### src/rtl/mips_pkg.sv
// Shared MIPS constants and types for the iterative multiplier.
// Signed operation is enabled by defining MULT_SIGNED_EN.
package mips_pkg;

    localparam int MULT_ITER = 32;

    localparam logic [5:0] FUNC_MULT = 6'b011000;
    localparam logic [5:0] FUNC_MFHI = 6'b010000;
    localparam logic [5:0] FUNC_MFLO = 6'b010010;

    typedef enum logic {
        MULT_IDLE,
        MULT_RUN
    } mult_state_t;

    function automatic logic [31:0] mag32(input logic [31:0] v);
        return v[31] ? (~v + 32'd1) : v;
    endfunction

endpackage

### src/rtl/mult_shift_add_dp.sv
// Radix-2 shift-add datapath: 64-bit accumulator plus iteration counter.
// Magnitude/sign-correction logic exists only with MULT_SIGNED_EN.
module mult_shift_add_dp
    import mips_pkg::*;
(
    input  logic        clk,
    input  logic        rst,
    input  logic        load,
    input  logic        step,
    input  logic [31:0] a,
    input  logic [31:0] b,
    output logic        last,
    output logic [63:0] product
);

    logic [63:0] acc;
    logic [63:0] acc_next;
    logic [31:0] mcand;
    logic [32:0] sum;
    logic [5:0]  count;
    logic [31:0] load_a;
    logic [31:0] load_b;

`ifdef MULT_SIGNED_EN
    logic neg;

    assign load_a = mag32(a);
    assign load_b = mag32(b);
`else
    assign load_a = a;
    assign load_b = b;
`endif

    // Upper half adds the multiplicand when the current multiplier bit is set,
    // then the whole accumulator shifts right; the multiplier drains out of LO.
    always_comb begin
        sum      = {1'b0, acc[63:32]} + (acc[0] ? {1'b0, mcand} : 33'd0);
        acc_next = {sum, acc[31:1]};
    end

`ifdef MULT_SIGNED_EN
    assign product = neg ? (~acc_next + 64'd1) : acc_next;
`else
    assign product = acc_next;
`endif

    assign last = (count == 6'(MULT_ITER - 1));

    always_ff @(posedge clk) begin
        if (rst) begin
            acc   <= 64'd0;
            mcand <= 32'd0;
            count <= 6'd0;
`ifdef MULT_SIGNED_EN
            neg   <= 1'b0;
`endif
        end else if (load) begin
            acc   <= {32'd0, load_b};
            mcand <= load_a;
            count <= 6'd0;
`ifdef MULT_SIGNED_EN
            neg   <= a[31] ^ b[31];
`endif
        end else if (step) begin
            acc   <= acc_next;
            count <= count + 6'd1;
        end
    end

endmodule

### src/rtl/mult_ctrl.sv
// Multi-cycle MULT controller: FSM, HI/LO registers, stall and MFHI/MFLO mux.
// Define MULT_SIGNED_EN for two's-complement operands.
module mult_ctrl
    import mips_pkg::*;
(
    input  logic        clk,
    input  logic        rst,
    input  logic        start,
    input  logic [5:0]  instFunc,
    input  logic [31:0] opA,
    input  logic [31:0] opB,
    output logic        busy,
    output logic        done,
    output logic        stall,
    output logic [31:0] hiOut,
    output logic [31:0] loOut,
    output logic [31:0] mfResult
);

    mult_state_t state;
    logic        load;
    logic        step;
    logic        last;
    logic [63:0] product;
    logic        is_mfhi;
    logic        is_mflo;

    assign load = (state == MULT_IDLE) && start;
    assign step = (state == MULT_RUN);

    mult_shift_add_dp u_dp (
        .clk     (clk),
        .rst     (rst),
        .load    (load),
        .step    (step),
        .a       (opA),
        .b       (opB),
        .last    (last),
        .product (product)
    );

    always_ff @(posedge clk) begin
        if (rst) begin
            state <= MULT_IDLE;
            busy  <= 1'b0;
            done  <= 1'b0;
            hiOut <= 32'd0;
            loOut <= 32'd0;
        end else begin
            done <= 1'b0;
            case (state)
                MULT_IDLE: begin
                    if (start) begin
                        state <= MULT_RUN;
                        busy  <= 1'b1;
                    end
                end
                MULT_RUN: begin
                    // A start seen here is deliberately dropped.
                    if (last) begin
                        state <= MULT_IDLE;
                        busy  <= 1'b0;
                        done  <= 1'b1;
                        hiOut <= product[63:32];
                        loOut <= product[31:0];
                    end
                end
                default: begin
                    state <= MULT_IDLE;
                    busy  <= 1'b0;
                end
            endcase
        end
    end

    assign is_mfhi = (instFunc == FUNC_MFHI);
    assign is_mflo = (instFunc == FUNC_MFLO);

    assign stall = busy && (start || is_mfhi || is_mflo);

    always_comb begin
        mfResult = 32'd0;
        if (is_mfhi) begin
            mfResult = hiOut;
        end else if (is_mflo) begin
            mfResult = loOut;
        end
    end

endmodule

### config.mk
export PLATFORM = sky130hd
export DESIGN_NAME = mult_ctrl
export DESIGN_NICKNAME = d
export VERILOG_FILES = /design/src/rtl/mips_pkg.sv /design/src/rtl/mult_shift_add_dp.sv /design/src/rtl/mult_ctrl.sv
export SDC_FILE = /design/constraint.sdc
export NUM_CORES = 1
export LEC_CHECK = 0
export CAP_MARGIN = 0
export CORE_ASPECT_RATIO = 1.25
export CORE_MARGIN = 2
export CORE_UTILIZATION = 45
export CTS_CLUSTER_DIAMETER = 150
export DETAILED_ROUTE_END_ITERATION = 6
export GPL_TIMING_DRIVEN = 0
export PLACE_DENSITY = 0.75
export SYNTH_ARGS = -nofsm -noshare
export SYNTH_HDL_FRONTEND = slang
export SYNTH_SLANG_ARGS = --single-unit
export TNS_END_PERCENT = 5
### constraint.sdc
create_clock -name clk -period 4.55 [get_ports clk]
set_input_delay 0.91 -clock clk [delete_from_list [all_inputs] [get_ports clk]]
set_output_delay 0.91 -clock clk [all_outputs]
set_load 0.02 [all_outputs]
==> results of run 1 <==
## routing by layer
metal | wire, um | GRT usage, % | share of wire, %
met3 | 1350 | 3.58 | 4.9
met4 | 745 | 8.90 | 2.7
met5 | 0 | 0 | 0
met1 | 11600 | 31.5 | 42
met2 | 13800 | 47.2 | 50
## metrics by stage
stage	power, uW	hold WS, ns	area [sq um]	worst slack [ns]	cells
after global routing	3330	0.467	11500	0.414	1584
after floorplan	1750	0.432	8890	1.63	1118
after detailed placement	1880	0.443	10900	0.532	1552
final	3230	0.450	11500	0.498	1584
after CTS	3230	0.452	11500	0.513	1584
after global placement	1880	0.438	10900	0.531	1552
## flip-flops by register name, summed over array words and instances (netlist names)
name / cells
u_dp.acc: 64
hiOut: 32
loOut: 32
u_dp.mcand: 32
u_dp.count: 6
busy: 1
done: 1
state: 1
## cell type report
class	count	area share, %
Multi-Input combinational cell	864	45.1
Clock inverter	14	1.06
Sequential cell	169	29.5
Clock buffer	18	3.83
Tap cell	265	2.89
Timing Repair Buffer	169	14.7
Inverter	6	0.196
Buffer	79	2.68
## synthesized netlist by cell type (all sizes together) (4+ instances only)
library cell / instances / area, sq um
nand2: 178 / 668
dfxtp: 169 / 3380
nor2: 146 / 548
a21oi: 142 / 718
mux2i: 74 / 741
clkbuf: 56 / 210
o21ai: 37 / 193
and2: 36 / 229
ha: 33 / 413
buf: 23 / 97.6
nand3: 22 / 110
nor3: 16 / 80.1
xnor2: 16 / 140
a21o: 15 / 113
xor2: 15 / 131
a211oi: 14 / 115
a22o: 14 / 123
nand4: 12 / 75.1
or3: 11 / 73.8
nand3b: 9 / 67.6
and3: 5 / 32.5
inv: 5 / 18.8
nand2b: 5 / 31.3
nor2b: 5 / 33.8
a21boi: 4 / 30.0
nor4b: 4 / 50.1
o211ai: 4 / 30.0
o21bai: 4 / 30.0
o31ai: 4 / 30.0
## worst reg2reg max path, delay by kind of cell (launching register included)
family,cells,cell delay (ns)
flip-flops,1,0.61
buffers and inverters,2,0.51
AND/OR/NAND/NOR,3,0.76
adder cells (fa/ha/maj),1,0.22
AO/OA/AOI/OAI,5,1.36
## final timing paths
path              depth (start not counted)  slack [ns]        endpoint
setup / recovery                          6        0.50    mfResult[10]
hold / removal                            2        0.45  u_dp.mcand[22]
setup reg to reg                         11        0.97    u_dp.acc[60]
hold reg to reg                           2        0.45  u_dp.mcand[22]
## power by group through the flow
stage	Clock, uW	Combinational, uW	Sequential [uW]
3_5_place_dp	0	304	1580
2_1_floorplan	0	178	1570
5_1_grt	1450	335	1550
3_3_place_gp	0	300	1580
6_report	1370	307	1550
4_1_cts	1380	306	1540
## kinds of logic after synthesis
logic type                 after synthesis  share of synthesized area (%)
xor gates and xnor gates                31                           3.05
buffers and inverters                   85                           3.72
and+or+nand+nor                        461                           23.6
muxes                                   74                           8.33
adders and majority gates               34                           4.87
AOI/OAI and AO/OA                      264                           18.4
DFF                                    169                           38.1
==> results_dict.tcl, run 1 <==
set metrics [dict create \
    synthFlopType "dfxtp_1" \
    pwr-share-seq_pct 47.9 \
    synth_edf_count 0 \
    fin_skew_ns 0.0147 \
    hold_start "u_dp.mcand[22]" \
    wl_per_cell_um 17.3 \
    numClockSinks 169 \
    holdBufCountCts 0 \
    crit_fanout 10 \
    p_comb_share_pct 9.5 \
    grt_pass1_vias 8263 \
    antenna_left 0 \
    relSlewSlack_pct 40.2 \
    worstSetupPathType "input pin to primary output" \
    crit_chain "clkdlybuf4s50_1 > nor4_1 > nand2_1 > clkbuf_1 > nor2_1 > clkdlybuf4s50_1" \
    p_per_area_nw_per_um2 281 \
    routabilityCongestion 0.939 \
    clock_latency_ns 0.44 \
    root_buffer "clkbuf_16" \
    rows 57 \
    hold_viol 0 \
    critPathLaunchType "input pin" \
    dieWidth_um 130 \
    async_flop_share_pct 0 \
    path_clk_slew_ns 0.06 \
    ctsResizeCount 0 \
    hpwl_um 21100 \
    syn_area_per_cell_sq_um 7.95 \
    cts_tree "yes" \
    antenna_found_initial 0 \
    maxSlewViolCount 0 \
    setup_viol_count_final 0 \
    drt-total-wl_um 27500 \
    route.detailed.drc 0 \
    cts_buffers 17 \
    tightest_slew_ns 0.894 \
    cp_common_cell "clkdlybuf4s50_1" \
    cp_slowest_cell "clkdlybuf4s50_1" \
    die_h_um 161 \
    hold_path.class "register to register" \
    worstSetupStartpoint "instFunc[5]" \
    portBuffers 169 \
    num_vias 8656 \
    final_core_util_pct 59.1 \
    layout-drive-gt1-share_pct 4.62 \
    cp-end-kind "primary output" \
    fillers 1844 \
    final_cell_mix "nand2_1, dfxtp_1, clkdlybuf4s50_1" \
    tns_ns 0 \
    seq_area_sq_um 3380 \
    rsz0062_at_grt "false" \
    synth_area_sq_um 8890 \
    dr.pass1.iters 5 \
    fin_crit_ns 4.05 \
    antenna_cells 0 \
    synth_nets 1225 \
    grt_use_total_pct 26.2 \
    min_period_over_period_pct 89.0 \
    dieArea_sq_um 20900 \
    clockBufferDepth 2 \
    cp_data_required_time_ns 3.64 \
    grt_max_degree 17 \
    cpPeakStageDelay_ns 0.64 \
    fin_nets 1413 \
    cts_setup_buffers 0 \
    grt-ovfl-total 0 \
    vdd_drop_max_mv 0.262 \
    r2r-start "u_dp.acc[0]" \
    outcome "completed" \
    switching_share_pct 26.4 \
    critPathBufInv 3 \
    ys.warnings.count 0 \
    grt_pass1_wl_um 43100 \
    cp_top_family "buffers and inverters" \
    fp.coreArea_sq_um 19400 \
    drv_cap 0 \
    multi_input_comb_area_sq_um 5170 \
    ys_seq_area_share_pct 38.1 \
    cts.htree.levels 4 \
    via_per_inst 5.46 \
    syn_inst 1118 \
    syn2layout_area_growth_pct 29.1 \
    switchingPower_uw 850 \
    start_util_pct 45.8 \
    internal-power_uw 2380 \
    p_clk_share_pct 42.6 \
    drt_iter0_drc 644 \
    fmax_mhz 247 \
    ys_ff_latch 169 \
    p_leak_uw 0.00444 \
    worstPathArrival_ns 3.14 \
    ys_types 67 \
    pin_count 172 \
    final_common_cell "nand2_1" \
]
Note: power is estimated with default switching activity, not from simulation.
==> run 2, diff against run 1 <==
Settings changed: ABC_AREA from default to 1, PLACE_DENSITY 0.75 to default, PLACE_DENSITY_LB_ADDON from default to 0.05.
==> run 2 against run 1 <==
Effect of this change:
- clock skew decreased by 0.0032 ns
- hold slack improved by 0.030 ns
- cell count is 24% higher
- register-to-register slack better by 0.62 ns
- utilization decreased by 0.58 points
- count of clock-buffer cells in the layout stayed put
- first-iteration DRC count down 10%
- synthesized cell count grew 32%
- critical path type unchanged
- largest cell class unchanged
- largest power group unchanged
==> results_dict.tcl, run 2 <==
set metrics [dict create \
    largest-register "u_dp.acc" \
    layout-drive-gt1-share_pct 6.42 \
    route.detailed.drc 0 \
    fmax_mhz 239 \
    routabilityCongestion 0.917 \
    p_clk_share_pct 43.8 \
    maxSlewViolCount 0 \
    syn_inst 1480 \
    synth_most_common_cell "nand2_1" \
    numClockSinks 169 \
    antenna_cells 0 \
    p_comb_share_pct 11.4 \
    cts_tree "yes" \
    cts.htree.levels 4 \
    hpwl_um 23100 \
    critPathLaunchType "input pin" \
    grt_pass1_wl_um 45900 \
    clockBufferDepth 2 \
    synth_top_area_share_pct 35.6 \
    synth_area_sq_um 9520 \
    worstPathArrival_ns 3.28 \
    rows 59 \
    switchingPower_uw 964 \
    fillers 2142 \
    dp_cells 1925 \
    antenna_found_initial 0 \
    portBuffers 171 \
    internal-power_uw 2530 \
    final_common_cell "nand2_1" \
    switching_share_pct 27.6 \
    synth.area.top_cells "dfxtp_1, nand2_1, inv_1, nor2_1, ha_1" \
    crit_fanout 10 \
    cp_data_required_time_ns 3.64 \
    min_period_over_period_pct 92.0 \
    grt_use_total_pct 26.2 \
    num_vias 9504 \
    worst_slack_ns 0.365 \
    outcome "completed" \
    pre_cts_ws_ns 0.303 \
    drt-total-wl_um 29300 \
    hold_path.class "register to register" \
    fin_skew_ns 0.0114 \
    drt_iter0_drc 578 \
    holdWs_ns 0.480 \
    hold_viol 0 \
    synth_edf_count 0 \
    p_leak_uw 0.00604 \
    yosysTopAreaCell "dfxtp_1" \
    cts_setup_buffers 0 \
    tns_ns 0 \
    fin_crit_ns 4.19 \
    p_per_area_nw_per_um2 287 \
    pin_count 172 \
    synth_nets 1587 \
    pwr-share-seq_pct 44.8 \
    final_cell_mix "nand2_1, inv_1, clkdlybuf4s50_1" \
    via_per_inst 4.86 \
    path_clk_slew_ns 0.07 \
    ctsResizeCount 0 \
    grt_max_degree 18 \
    fin_nets 1777 \
    multi_input_comb_area_sq_um 4700 \
    fp.coreArea_sq_um 20800 \
    die_h_um 167 \
    async_flop_share_pct 0 \
    synthFlopType "dfxtp_1" \
    rsz0062_at_grt "false" \
    drv_cap 0 \
    ys_ff_latch 169 \
    root_buffer "clkbuf_16" \
    ys.warnings.count 0 \
    ys_seq_area_share_pct 35.6 \
    syn2layout_area_growth_pct 28.1 \
    tightest_slew_ns 0.769 \
    netlist_top_cells_count "nand2_1, inv_1, dfxtp_1" \
    grt_pass1_vias 9004 \
    vdd_drop_max_mv 0.274 \
    worstSetupPathType "input pin to primary output" \
    cp-end-kind "primary output" \
    grt-ovfl-total 0 \
    wl_per_cell_um 15.0 \
    seq_area_sq_um 3380 \
    syn_area_per_cell_sq_um 6.43 \
    antenna_left 0 \
    start_util_pct 45.7 \
    dr.pass1.iters 6 \
    setup_viol_count_final 0 \
    largest_reg_flops 64 \
    holdBufCountCts 0 \
    fin_cells 1957 \
    clock_latency_ns 0.45 \
    dieWidth_um 134 \
    relSlewSlack_pct 48.8 \
    dieArea_sq_um 22300 \
    ys_types 34 \
    cts_buffers 17 \
]
## run 2: changes by cell type in the layout (fill, tap and decap cells not counted), moves of 30 or more
cell and change:
a21oi_1 -119, o22ai_2 +30, o22ai_1 +30, clkbuf_1 -32, nand2_1 +277, o21ai_0 +30, inv_1 +300, nand3_1 +52
mux2i_1 -74, and2_1 -32
## run 2: worst max-delay path, stage by stage
cell             delay, ns
clkdlybuf4s50_1       0.41
or2_2                 0.27
inv_1                 0.07
nand3_1               0.37
buf_2                 0.36
o22ai_1               0.24
clkdlybuf4s50_1       0.65
## run 2: stage by stage
step | area [sq um] | util [%] | total power, uW
4_1_cts | 12200 | 58.6 | 3510
3_5_place_dp | 11600 | 55.6 | 2000
3_3_place_gp | 11600 | 55.6 | 1990
5_1_grt | 12200 | 58.6 | 3630
6_report | 12200 | 58.6 | 3490
2_1_floorplan | 9520 | - | 1830
## run 2: path summary, 6_finish.rpt
path	from	endpoint	slack [ns]	cells past startpoint
max	instFunc[2]	mfResult[11]	0.36	7
min	u_dp.acc[32]	u_dp.acc[32]	0.48	2
max reg2reg	u_dp.acc[0]	u_dp.acc[45]	1.59	15
min reg2reg	u_dp.acc[32]	u_dp.acc[32]	0.48	2
## run 2: metal layers
metal  GRT usage [%]  vias to the layer above  wire [um]
li1                -                     4901          -
met3            4.14                       51       1710
met4            10.3                        0        883
met2            45.2                      310      13900
met1            32.6                     4242      12800
met5               0                        -          0
## run 2: kinds of logic after synthesis
kind of cell	after synthesis	share of synthesized area, %
adders and majority gates	34	4.55
AOI/OAI and AO/OA	176	12.9
buffers and inverters	362	15.1
DFF	169	35.6
and+or+nand+nor	724	30.5
xor gates and xnor gates	15	1.38
## run 2: cell type report
type / count / area share, %
plain buffers: 55 / 2.33
clock buffers: 18 / 3.52
clock inverters: 14 / 1.56
inverters: 307 / 9.46
multi-input cells: 949 / 38.5
flip-flops and latches: 169 / 27.8
well taps: 274 / 2.81
repair buffers: 171 / 14.0
## run 2: power by group through the flow
stage	Clock (uW)	Combinational, uW	Sequential (uW)
6_report	1530	398	1570
4_1_cts	1540	399	1570
3_5_place_dp	0	397	1600
3_3_place_gp	0	393	1600
2_1_floorplan	0	242	1590
5_1_grt	1610	446	1570
